File: src/rtl/rf_port_arbiter_pkg.sv
// Shared types for the two-port register file arbiter: FSM states, the latched
// request record and the default data/address widths.
package rf_arb_pkg;

    localparam int DW = 32;
    localparam int AW = 5;

    typedef enum logic [1:0] {
        IDLE    = 2'd0,
        ISSUE   = 2'd1,
        CAPTURE = 2'd2,
        RESP    = 2'd3
    } state_t;

    typedef struct packed {
        logic          write;
        logic [AW-1:0] addr1;
        logic [AW-1:0] addr2;
        logic [AW-1:0] waddr;
        logic [DW-1:0] wdata;
    } req_t;

endpackage

File: src/rtl/rf_port_arbiter_rr_arb2.sv
// Two-input round-robin arbiter, purely combinational. i_prio selects which
// requester wins a tie (0 = req[0], 1 = req[1]); the pointer lives in the caller.
module rr_arb2 (
    input  logic [1:0] i_req,
    input  logic       i_prio,
    output logic [1:0] o_grant
);

    always_comb begin
        o_grant = 2'b00;
        if (!i_prio) begin
            if (i_req[0])      o_grant = 2'b01;
            else if (i_req[1]) o_grant = 2'b10;
        end else begin
            if (i_req[1])      o_grant = 2'b10;
            else if (i_req[0]) o_grant = 2'b01;
        end
    end

endmodule

File: src/rtl/rf_port_arbiter.sv
// Shares one 32x32 register file between requesters A and B, one transaction in
// flight. Optional feature: define RFA_ZERO_REG_EN to hardwire register 0 to zero.
//
// state   | meaning
// IDLE    | waiting for a request; grants one combinationally and latches it
// ISSUE   | drives the register file strobe for exactly one cycle
// CAPTURE | registers read data (or zero for a write acknowledgement)
// RESP    | presents the response to the owner until it is consumed
module rf_port_arbiter
    import rf_arb_pkg::*;
(
    input  logic          i_clk,
    input  logic          i_reset,

    input  logic          i_a_req_valid,
    output logic          o_a_req_ready,
    input  logic          i_a_req_write,
    input  logic [AW-1:0] i_a_req_addr1,
    input  logic [AW-1:0] i_a_req_addr2,
    input  logic [AW-1:0] i_a_req_waddr,
    input  logic [DW-1:0] i_a_req_wdata,
    output logic          o_a_rsp_valid,
    input  logic          i_a_rsp_ready,

    input  logic          i_b_req_valid,
    output logic          o_b_req_ready,
    input  logic          i_b_req_write,
    input  logic [AW-1:0] i_b_req_addr1,
    input  logic [AW-1:0] i_b_req_addr2,
    input  logic [AW-1:0] i_b_req_waddr,
    input  logic [DW-1:0] i_b_req_wdata,
    output logic          o_b_rsp_valid,
    input  logic          i_b_rsp_ready,

    output logic [DW-1:0] o_rsp_rd1,
    output logic [DW-1:0] o_rsp_rd2,

    output logic          o_rf_read,
    output logic          o_rf_write,
    output logic [AW-1:0] o_rf_o1_addr,
    output logic [AW-1:0] o_rf_o2_addr,
    output logic [AW-1:0] o_rf_in_addr,
    output logic [DW-1:0] o_rf_in,
    input  logic [DW-1:0] i_rf_o1,
    input  logic [DW-1:0] i_rf_o2
);

`ifdef RFA_ZERO_REG_EN
    localparam logic ZERO_REG = 1'b1;
`else
    localparam logic ZERO_REG = 1'b0;
`endif

    state_t        r_state;
    state_t        w_next;
    logic          r_prio;
    logic          r_owner;
    req_t          r_req;
    logic [DW-1:0] r_rd1;
    logic [DW-1:0] r_rd2;

    logic [1:0]    w_grant;
    logic          w_accept;
    logic          w_rsp_hs;
    logic          w_owner_ready;
    req_t          w_sel_req;
    logic          w_wr_masked;
    logic          w_rd1_masked;
    logic          w_rd2_masked;

    rr_arb2 u_arb (
        .i_req   ({i_b_req_valid, i_a_req_valid}),
        .i_prio  (r_prio),
        .o_grant (w_grant)
    );

    assign w_accept      = (r_state == IDLE) && (w_grant != 2'b00);
    assign w_owner_ready = r_owner ? i_b_rsp_ready : i_a_rsp_ready;
    assign w_rsp_hs      = (r_state == RESP) && w_owner_ready;

    // Register 0 handling only matters when the zero-register build option is on.
    assign w_wr_masked  = ZERO_REG && (r_req.waddr == '0);
    assign w_rd1_masked = ZERO_REG && (r_req.addr1 == '0);
    assign w_rd2_masked = ZERO_REG && (r_req.addr2 == '0);

    always_comb begin
        w_sel_req = '0;
        if (w_grant[1]) begin
            w_sel_req.write = i_b_req_write;
            w_sel_req.addr1 = i_b_req_addr1;
            w_sel_req.addr2 = i_b_req_addr2;
            w_sel_req.waddr = i_b_req_waddr;
            w_sel_req.wdata = i_b_req_wdata;
        end else begin
            w_sel_req.write = i_a_req_write;
            w_sel_req.addr1 = i_a_req_addr1;
            w_sel_req.addr2 = i_a_req_addr2;
            w_sel_req.waddr = i_a_req_waddr;
            w_sel_req.wdata = i_a_req_wdata;
        end
    end

    always_ff @(posedge i_clk or posedge i_reset) begin
        if (i_reset) r_state <= IDLE;
        else         r_state <= w_next;
    end

    always_comb begin
        w_next = r_state;
        case (r_state)
            IDLE:    if (w_accept) w_next = ISSUE;
            ISSUE:   w_next = CAPTURE;
            CAPTURE: w_next = RESP;
            RESP:    if (w_rsp_hs) w_next = IDLE;
            default: w_next = IDLE;
        endcase
    end

    always_comb begin
        o_a_req_ready = 1'b0;
        o_b_req_ready = 1'b0;
        o_a_rsp_valid = 1'b0;
        o_b_rsp_valid = 1'b0;
        o_rf_read     = 1'b0;
        o_rf_write    = 1'b0;
        case (r_state)
            IDLE: begin
                o_a_req_ready = w_grant[0];
                o_b_req_ready = w_grant[1];
            end
            ISSUE: begin
                o_rf_read  = !r_req.write;
                o_rf_write = r_req.write && !w_wr_masked;
            end
            RESP: begin
                o_a_rsp_valid = !r_owner;
                o_b_rsp_valid = r_owner;
            end
            default: ;
        endcase
    end

    always_ff @(posedge i_clk or posedge i_reset) begin
        if (i_reset) begin
            r_prio  <= 1'b0;
            r_owner <= 1'b0;
            r_req   <= '0;
            r_rd1   <= '0;
            r_rd2   <= '0;
        end else begin
            if (w_accept) begin
                r_req   <= w_sel_req;
                r_owner <= w_grant[1];
            end
            if (r_state == CAPTURE) begin
                if (r_req.write) begin
                    r_rd1 <= '0;
                    r_rd2 <= '0;
                end else begin
                    r_rd1 <= w_rd1_masked ? '0 : i_rf_o1;
                    r_rd2 <= w_rd2_masked ? '0 : i_rf_o2;
                end
            end
            if (w_rsp_hs) r_prio <= !r_owner;
        end
    end

    // Addresses and write data come straight from the latched request, so they
    // hold their last values between transactions.
    assign o_rf_o1_addr = r_req.addr1;
    assign o_rf_o2_addr = r_req.addr2;
    assign o_rf_in_addr = r_req.waddr;
    assign o_rf_in      = r_req.wdata;
    assign o_rsp_rd1    = r_rd1;
    assign o_rsp_rd2    = r_rd2;

endmodule
File: config.mk
export PLATFORM = sky130hd
export DESIGN_NAME = rf_port_arbiter
export DESIGN_NICKNAME = d
export VERILOG_FILES = /design/src/rtl/rf_port_arbiter_pkg.sv /design/src/rtl/rf_port_arbiter_rr_arb2.sv /design/src/rtl/rf_port_arbiter.sv
export SDC_FILE = /design/constraint.sdc
export NUM_CORES = 1
export LEC_CHECK = 0
export BUFFER_PORTS_ARGS = -buffer_cell sky130_fd_sc_hd__buf_4
export CELL_PAD_IN_SITES_DETAIL_PLACEMENT = 1
export CELL_PAD_IN_SITES_GLOBAL_PLACEMENT = 1
export CORE_UTILIZATION = 35
export DETAILED_ROUTE_END_ITERATION = 10
export MAX_ROUTING_LAYER = met4
export PLACE_DENSITY_LB_ADDON = 0.1
export SYNTH_ARGS = -nofsm -noshare
export SYNTH_HDL_FRONTEND = slang
export SYNTH_SLANG_ARGS = --single-unit
File: constraint.sdc
create_clock -name i_clk -period 7.3 [get_ports i_clk]
set_input_delay 1.46 -clock i_clk [delete_from_list [all_inputs] [get_ports i_clk]]
set_output_delay 1.46 -clock i_clk [all_outputs]
set_load 0.05 [all_outputs]
# == Word level (Yosys, flattened, before mapping) ==
# Index checks and enable logic that the tools add are counted.
# op_classes
muxes,18
eq_ne,5
reduce_logical,7
# op_table
cell,count
$mux 32,2
$mux 48,1
$mux 2,6
$mux 1,8
$pmux 2 s4,1
$eq 2x2->1 const B,2
$ne 2x2->1 const B,2
$eq 2x1->1 const B,1
$logic_and 1x1->1,2
$logic_not 1->1,2
$logic_not 2->1,1
$reduce_and 2->1,1
$reduce_bool 2->1,1
# totals
in_bits,166
reg_bits,116
out_inout_bits,117

# == Longest topological paths before layout ==
# Gate-level depths: netlist (run 1).
# depth
word_depth,7
depth_mapped,8
mapped_depth_nobuf,5

# == By module ==
# A second synthesis (run 1) with hierarchy kept.
# unflattened
cells_unflattened,560
hier_area_um2,5439.0
# modules_own_cells
mod,cells_each,area_each_um2,seq_area_each_um2,n_inst
rf_port_arbiter,557,5420.2,2902.8,1
rr_arb2,3,18.8,0.0,1

# == Worst setup path before layout (run 1) ==
# No wires, ideal clock.
# synth_path
path_type,input-to-output
startpoint,input i_b_req_valid
endpoint,output o_a_req_ready
path_slack_ps,3299
arrival_ps,2541
path_stages,3
required_ps,5840
path_buffers,2
path_cell_list,buf_6 -> buf_2 -> a21oi_1
# synth_via
elab_chain_len,3
# synth_rtl
item,line,source
from (decl),rf_port_arbiter.sv:25,"input logic i_b_req_valid,"
$mux 2,rf_port_arbiter_rr_arb2.sv:15,if (i_req[1]) o_grant = 2'b10;
$mux 2,rf_port_arbiter_rr_arb2.sv:11,if (!i_prio) begin
$mux 1,rf_port_arbiter.sv:126,case (r_state)
to (decl),rf_port_arbiter.sv:16,"output logic o_a_req_ready,"
# No other way between the ends.

# == Worst setup path after layout (run 1) ==
# layout_path
startpoint,input i_a_req_valid
endpoint,output o_b_req_ready
# layout_via
elab_chain_len,3
# layout_rtl
item,line,source
from (decl),rf_port_arbiter.sv:15,"input logic i_a_req_valid,"
$mux 2,rf_port_arbiter_rr_arb2.sv:12,if (i_req[0]) o_grant = 2'b01;
$mux 2,rf_port_arbiter_rr_arb2.sv:11,
$mux 1,rf_port_arbiter.sv:126,
to (decl),rf_port_arbiter.sv:26,"output logic o_b_req_ready,"
# No other way between the ends.

==> results of run 1 <==
## kinds of logic (layout without fill, tap and decap cells)
logic type	Yosys count	in the layout
AOI/OAI and AO/OA	215	215
and+or+nand+nor	125	125
adders and majority gates	5	5
buffers and inverters	161	388
muxes	3	3
DFF	116	116
## cell type report
cell class                      count  area, um2  area share
Clock buffer                       19        453      0.0573
Clock inverter                     13        110      0.0139
Inverter                           69        262      0.0331
Multi-Input combinational cell    348       1750       0.222
Sequential cell                   116       2900       0.367
Tap cell                          211        264      0.0334
Timing Repair Buffer              287       2150       0.273
## metrics by stage
step | std cells | utilization | power, mW | hold slack, ns | setup slack, ns
floorplan | 625 | - | 3.00 | 0.494 | 2.77
global placement | 1031 | 0.479 | 3.51 | 0.500 | 3.04
detailed placement | 1031 | 0.479 | 3.58 | 0.504 | 3.00
CTS | 1063 | 0.516 | 4.38 | 0.513 | 3.00
global route | 1063 | 0.516 | 4.57 | 0.535 | 2.93
finish | 1063 | 0.516 | 4.34 | 0.509 | 3.01
## worst paths after layout
path                                                 from  cells after the start  slack, ns                         to
worst min-delay path            o_rsp_rd1[12]$_DFFE_PP0N_                      2       0.51  o_rsp_rd1[12]$_DFFE_PP0N_
max in group asynchronous                         i_reset                      3       4.82  o_rsp_rd2[18]$_DFFE_PP0N_
min in group asynchronous                         i_reset                      2       1.16  o_rsp_rd1[22]$_DFFE_PP0N_
worst max register to register     r_state[0]$_DFFE_PP0P_                      6       5.14    o_rf_in[19]$_DFFE_PP0P_
worst min register to register  o_rsp_rd1[12]$_DFFE_PP0N_                      2       0.51  o_rsp_rd1[12]$_DFFE_PP0N_
worst max-delay path                        i_a_req_valid                      4       3.01              o_b_req_ready
## layer usage
layer	track usage	vias to the layer above	routed length (um)
met3	0.0551	36	1080
met1	0.276	2462	7770
li1	-	2433	-
met2	0.389	190	9130
met4	0.107	0	567
met5	-	-	0
## flip-flops by register name, indices dropped and copies added, names as in the netlist
name / cells
o_rf_in: 32
o_rf_in_addr: 5
o_rf_o1_addr: 5
o_rf_o2_addr: 5
o_rsp_rd1: 32
o_rsp_rd2: 32
r_owner: 1
r_prio: 1
r_req: 1
r_state: 2
## layout by cell type (no fill, tap or decap), drive strengths merged, types with 3 or more instances in the layout
cell type,count
o21ai,113
a21oi,50
inv,69
clkinvlp,5
buf,287
nand2,67
clkinv,7
a31oi,48
ha,5
clkbuf,19
nor2,50
dfrtp,116
nor2b,3
## critical path, stage by stage
cell and delay (ns):
buf_4 0.13, nand2b_2 0.57, and3_1 0.47, buf_4 0.19
## power groups by stage
stage | clock (mW) | combinational (mW) | sequential, mW
3_5_place_dp | 0 | 2.43 | 1.14
6_report | 0.787 | 2.42 | 1.13
3_3_place_gp | 0 | 2.38 | 1.13
2_1_floorplan | 0 | 1.33 | 1.67
5_1_grt | 0.833 | 2.56 | 1.17
4_1_cts | 0.804 | 2.44 | 1.14
==> flow_metrics.tcl, run 1 <==
set metrics [dict create \
    postCtsSetupBuffers 0 \
    setup.worst_path.start_class "primary input" \
    synth_common_cells "dfrtp_1 (116), inv_1 (68), nand2_1 (67), o21ai_1 (59), buf_4 (55)" \
    setup_viol 0 \
    dp_hpwl_um 13000 \
    yosys_most_used_dff "dfrtp_1" \
    synth-simple-area-share 0.0885 \
    synth_area_mm2 0.00554 \
    p_switching_mw 2.21 \
    synth_compound_area_frac 0.207 \
    clock_sink_count 116 \
    yosysTopAreaCell "dfrtp_1" \
    synth_top_area_frac 0.524 \
    crit_type "in2out" \
    drc 0 \
    fmax_ghz 0.233 \
    outcome "finished, final reports clean" \
    die_area_mm2 0.0163 \
    synth_warnings 0 \
    drive_gt1_frac 0.381 \
    vdd_drop_max_uv 286 \
    yosys-top-cells-area "dfrtp_1 (52%), buf_4 (7.5%), a31oi_1 (5.4%)" \
    ioPinCount 283 \
    rsz0062_at_grt "false" \
    n_fill_cell 1833 \
    hold_class "reg2reg" \
    cts_resized 0 \
    grt_pass1_vias 5383 \
    async_flop_share 1.00 \
    cts-root-buf "clkbuf_16" \
    fp.coreArea_mm2 0.0153 \
    row_count 45 \
    synth_nets 796 \
    worstMarginPinSlew_ns 1.33 \
    area_growth_pct 42.6 \
    p_leak_nw 3.81 \
    cts_buffer_depth 2 \
    crit_path_end_kind "output pin" \
    seq_area_frac_synth 0.524 \
    synth_most_common_cell "dfrtp_1" \
    min_period_ns 4.29 \
    firstDrtPassIters 4 \
    fin_area_mm2 0.00790 \
    power.density_mw_per_mm2 549 \
    synthMuxAreaShare 0.00565 \
    grt_max_degree 67 \
    synthAdderAreaFrac 0.0113 \
    chipWidth_um 128 \
    drtIter0Drc 210 \
    vias_per_cell 4.82 \
    overflow 0 \
    finClkSkew_ns 0.00753 \
    io_buffer_count 282 \
    max-cap-violations 0 \
    synth_cell_type_count 27 \
    grt_pass1_wl_um 28600 \
    antenna_left 0 \
    avgSynthCellArea_um2 8.86 \
    cts_tree "built" \
    antenna_found_initial 0 \
    cts_made_buffers 17 \
    switching_share 0.510 \
    clkLatencyLatePin_ns 0.42 \
    seq_power_share 0.261 \
    synth_top_family_by_area "compound AO/OA/AOI/OAI gates" \
    setup-tns-final_ns 0 \
    synth_xor_xnor_area_share 0 \
    fin_crit_sh 0.587 \
    start_util 0.362 \
    htreeDepth 4 \
    holdBufCountCts 0 \
    final_max_slew_viol_count 0 \
    slew_headroom 0.109 \
    vias 5121 \
    power_frac_comb 0.557 \
    ys_ff_latch 116 \
    place.gp.congestion 0.781 \
    final_hold_viol_count 0 \
    syn_inst 625 \
    dpl_cell_area_mm2 0.00734 \
    wirelength_um 18600 \
    diodes 0 \
    die_height_um 128 \
    p_int_mw 2.13 \
    path_clk_slew_ns 0.05 \
    routedWlPerCell_um 17.5 \
    grt_use_total 0.237 \
    clkPwrFrac 0.181 \
    cp.arrival_ns 2.83 \
    finalNetCount 1010 \
    crit_fanout 49 \
    crit_required_ns 5.84 \
    synth_edf_count 0 \
]
Power figures use the tool's default switching activity.
==> inputs of run 2 (changes only) <==
--- a/config.mk
+++ b/config.mk
@@ -8,7 +8,7 @@
 export BUFFER_PORTS_ARGS = -buffer_cell sky130_fd_sc_hd__buf_4
 export CELL_PAD_IN_SITES_DETAIL_PLACEMENT = 1
 export CELL_PAD_IN_SITES_GLOBAL_PLACEMENT = 1
-export CORE_UTILIZATION = 35
+export CORE_UTILIZATION = 32
 export DETAILED_ROUTE_END_ITERATION = 10
 export MAX_ROUTING_LAYER = met4
 export PLACE_DENSITY_LB_ADDON = 0.1
==> constraint.sdc (replaced) <==
create_clock -name i_clk -period 4.2 [get_ports i_clk]
set_input_delay 0.84 -clock i_clk [delete_from_list [all_inputs] [get_ports i_clk]]
set_output_delay 0.84 -clock i_clk [all_outputs]
set_load 0.05 [all_outputs]
==> flow_metrics.tcl, run 2 (synthesis results as in run 1) <==
set metrics [dict create \
    timing.rr.end "o_rsp_rd2[22]$_DFFE_PP0N_" \
    die_height_um 134 \
    r2r_start "r_state[0]$_DFFE_PP0P_" \
    final_hold_viol_count 0 \
    setup_viol 0 \
    start_util 0.331 \
    htreeDepth 4 \
    min_period_ns 2.68 \
    post-route-util 0.478 \
    clkPwrFrac 0.206 \
    crit_path_end_kind "output pin" \
    final_cell_mix "buf_4 (289), dfrtp_1 (116), inv_1 (67), nand2_1 (67), o21ai_1 (59)" \
    crit_required_ns 3.36 \
    p_switching_mw 3.86 \
    final_max_slew_viol_count 0 \
    row_count 47 \
    final_common_cell "buf_4" \
    cp.arrival_ns 1.84 \
    r2r_cells 6 \
    firstDrtPassIters 4 \
    worstMarginPinSlew_ns 1.06 \
    drtIter0Drc 164 \
    pre_cts_ws_ns 1.52 \
    fin_area_mm2 0.00801 \
    seq_power_share 0.255 \
    place.gp.congestion 0.811 \
    cts_buffer_depth 2 \
    dpl_cell_area_mm2 0.00736 \
    dp_hpwl_um 13300 \
    p_total_mw 7.78 \
    io_buffer_count 282 \
    setup_slack_ns 1.52 \
    grt_pass1_wl_um 29900 \
    clock_sink_count 116 \
    power_frac_comb 0.540 \
    grt_pass1_vias 5626 \
    cts_made_buffers 17 \
    setup.worst_path.start_class "primary input" \
    antenna_left 0 \
    min_from "o_rsp_rd1[0]$_DFFE_PP0N_" \
    cts-root-buf "clkbuf_16" \
    chipWidth_um 134 \
    r2r_slack_ns 2.02 \
    fmax_ghz 0.373 \
    whs_path_depth 2 \
    crit_fanout 54 \
    finClkSkew_ns 0.00926 \
    holdPathEnd "o_rsp_rd1[0]$_DFFE_PP0N_" \
    wirelength_um 18900 \
    fin_crit_sh 0.638 \
    finalNetCount 1012 \
    die_area_mm2 0.0178 \
    setup-tns-final_ns 0 \
    path_clk_slew_ns 0.05 \
    rsz0062_at_grt "false" \
    diodes 0 \
    area_growth_pct 44.6 \
    holdBufCountCts 0 \
    drive_gt1_frac 0.383 \
    fp.coreArea_mm2 0.0168 \
    max-cap-violations 0 \
    vias 5164 \
    switching_share 0.496 \
    hold_class "reg2reg" \
    vias_per_cell 4.81 \
    crit_type "in2out" \
    p_int_mw 3.92 \
    power.density_mw_per_mm2 971 \
    clkLatencyLatePin_ns 0.41 \
    postCtsSetupBuffers 0 \
    vdd_drop_max_uv 424 \
    cts_tree "built" \
    routedWlPerCell_um 17.6 \
    slew_headroom 0.292 \
    overflow 0 \
    cts_resized 0 \
    p_leak_nw 3.85 \
    grt_max_degree 84 \
    drc 0 \
    ioPinCount 283 \
    grt_use_total 0.223 \
    antenna_found_initial 0 \
    outcome "finished, final reports clean" \
]
## run 2: cell types whose count changed in the layout (fill, tap and decap cells not counted), sizes merged
cell	previous run	this run
inv	69	70
clkinv	7	2
buf	287	289
bufinv	1	5
clkbuf	19	18
## run 2: critical path, cell delays in order
cell and delay, ns:
buf_4 0.49, and3_1 0.30, buf_4 0.21
## run 2: layout make-up
type	instances	area, um2
timing repair buffer	289	2170
sequential	116	2900
multi-input combinational	348	1750
fill	1972	8750
clock buffer	18	439
clock inverter	13	206
inverter	69	262
tap	220	275
## run 2: routing by layer
layer | vias up | share of wire | track usage
met5 | - | 0 | -
met4 | 0 | 0.024 | 0.0821
met3 | 28 | 0.066 | 0.0529
met2 | 205 | 0.50 | 0.368
li1 | 2442 | - | -
met1 | 2489 | 0.41 | 0.264
## run 2: stage by stage
| step | instances | hold WS (ns) |
|---|---|---|
| floorplan | 625 | 0.494 |
| global placement | 1042 | 0.498 |
| detailed placement | 1042 | 0.503 |
| CTS | 1073 | 0.512 |
| global route | 1073 | 0.529 |
| finish | 1073 | 0.510 |
## run 2: power by group through the flow
stage	clock network, mW	logic (mW)	registers (mW)
2_1_floorplan	0	2.30	2.91
3_3_place_gp	0	4.15	1.97
3_5_place_dp	0	4.23	2.00
4_1_cts	1.63	4.25	1.99
5_1_grt	1.67	4.46	2.05
6_report	1.60	4.20	1.98
## run 2: how the worst max path moves through the flow
| stage | to | cells past startpoint | startpoint |
|---|---|---|---|
| finish | o_b_req_ready | 3 | i_b_req_valid |
| global route | o_b_req_ready | 3 | i_b_req_valid |
| CTS | o_b_req_ready | 3 | i_b_req_valid |
| detailed placement | o_rf_o2_addr[3]$_DFFE_PP0P_ | 4 | i_b_req_valid |
| global placement | o_b_req_ready | 3 | i_b_req_valid |
| floorplan | o_rf_in[0]$_DFFE_PP0P_ | 1 | i_reset |
==> inputs of run 3 (changes only) <==
==> constraint.sdc (replaced) <==
create_clock -name i_clk -period 2.5 [get_ports i_clk]
set_input_delay 0.5 -clock i_clk [delete_from_list [all_inputs] [get_ports i_clk]]
set_output_delay 0.5 -clock i_clk [all_outputs]
set_load 0.05 [all_outputs]
==> flow_metrics.tcl, run 3 (synthesis results as in run 1) <==
set metrics [dict create \
    cts_tree "built" \
    fp.coreArea_mm2 0.0168 \
    vdd_drop_max_uv 932 \
    htreeDepth 4 \
    final_max_slew_viol_count 0 \
    setup.worst_path.start "r_state[0]$_DFFE_PP0P_" \
    min_period_ns 2.26 \
    vias_per_cell 4.82 \
    start_util 0.331 \
    chipWidth_um 134 \
    grt_max_degree 73 \
    cts_resized 0 \
    place.gp.congestion 0.799 \
    power.density_mw_per_mm2 1600 \
    worstMarginPinSlew_ns 0.663 \
    path_clk_slew_ns 0.05 \
    crit_required_ns 2.00 \
    firstDrtPassIters 6 \
    setup-tns-final_ns 0 \
    routedWlPerCell_um 17.2 \
    antenna_found_initial 0 \
    crit_fanout 5 \
    die_area_mm2 0.0178 \
    postCtsSetupBuffers 0 \
    rsz0062_at_grt "false" \
    grt_pass1_vias 5623 \
    finClkSkew_ns 0.00865 \
    crit_path_end_kind "output pin" \
    area_growth_pct 45.3 \
    final_hold_viol_count 0 \
    drive_gt1_frac 0.385 \
    hold_slack_ns 0.0733 \
    crit_type "reg2out" \
    setup_viol 0 \
    final_common_cell "buf_4" \
    drtIter0Drc 214 \
    r2r_cells 6 \
    r2r_slack_ns 0.63 \
    antenna_left 0 \
    ioPinCount 283 \
    slew_headroom 0.558 \
    cts_made_buffers 17 \
    die_height_um 134 \
    outcome "finished, final reports clean" \
    grt_pass1_wl_um 29600 \
    wirelength_um 18600 \
    clkLatencyLatePin_ns 0.41 \
    overflow 0 \
    cp.arrival_ns 1.76 \
    drc 0 \
    setup.worst_path.start_class "flop" \
    dp_hpwl_um 13300 \
    diodes 0 \
    grt_use_total 0.219 \
    p_leak_nw 3.89 \
    io_buffer_count 282 \
    timing.rr.end "o_rf_o2_addr[2]$_DFFE_PP0P_" \
    cts-root-buf "clkbuf_16" \
    fin_crit_sh 0.902 \
    row_count 47 \
    max-cap-violations 0 \
    cts_buffer_depth 2 \
    vias 5205 \
    finalNetCount 1018 \
    fmax_ghz 0.443 \
    hold_class "in2async" \
    r2r_start "r_state[0]$_DFFE_PP0P_" \
    holdBufCountCts 0 \
    final_cell_mix "buf_4 (291), dfrtp_1 (116), inv_1 (67), nand2_1 (67), o21ai_1 (59)" \
    clock_sink_count 116 \
]
-- run 3: final cells by class --
cell class	instances	area, um2
Fill cell	1970	8710
Sequential cell	116	2900
Timing Repair Buffer	295	2260
Multi-Input combinational cell	348	1750
Clock buffer	21	460
Tap cell	220	275
Inverter	69	263
Clock inverter	10	131
-- run 3: routing by layer --
layer	vias up	global-route usage	wire length (um)
met5	-	-	0
met4	0	0.0814	427
met3	30	0.0506	1090
met2	186	0.365	9270
met1	2538	0.257	7770
li1	2451	-	-
-- run 3: how the worst max path moves through the flow --
stage / endpoint / depth (start not counted)
after global placement: o_rf_in_addr[3]$_DFFE_PP0P_ / 6
final: o_a_req_ready / 5
after floorplan: o_a_req_ready / 3
after CTS: o_a_req_ready / 5
after detailed placement: o_rf_o2_addr[3]$_DFFE_PP0P_ / 6
after global routing: o_a_req_ready / 5
-- run 3: power by group --
group / total [mW] / switching (mW) / internal (mW) / leakage, nW
combinational: 7.10 / 5.03 / 2.07 / 2.17
sequential: 3.34 / 0.541 / 2.79 / 1.43
clock: 2.45 / 0.844 / 1.61 / 0.292
-- run 3: metrics by stage --
stage / util / std cells / setup WS [ns] / total power [mW] / instance area, um2
final: 0.480 / 1079 / 0.244 / 12.9 / 8050
after global routing: 0.480 / 1079 / 0.121 / 13.6 / 8050
after CTS: 0.480 / 1079 / 0.214 / 13.0 / 8050
after detailed placement: 0.445 / 1048 / 0.602 / 10.5 / 7460
after global placement: 0.445 / 1048 / 0.745 / 10.3 / 7460
after floorplan: - / 625 / 0.419 / 8.76 / 5540
-- run 3: critical path, cell delays in order, from the launching register on --
cell	delay [ns]
dfrtp_1	0.40
inv_1	0.14
ha_1	0.31
nand2_1	0.08
a21oi_1	0.18
buf_4	0.24
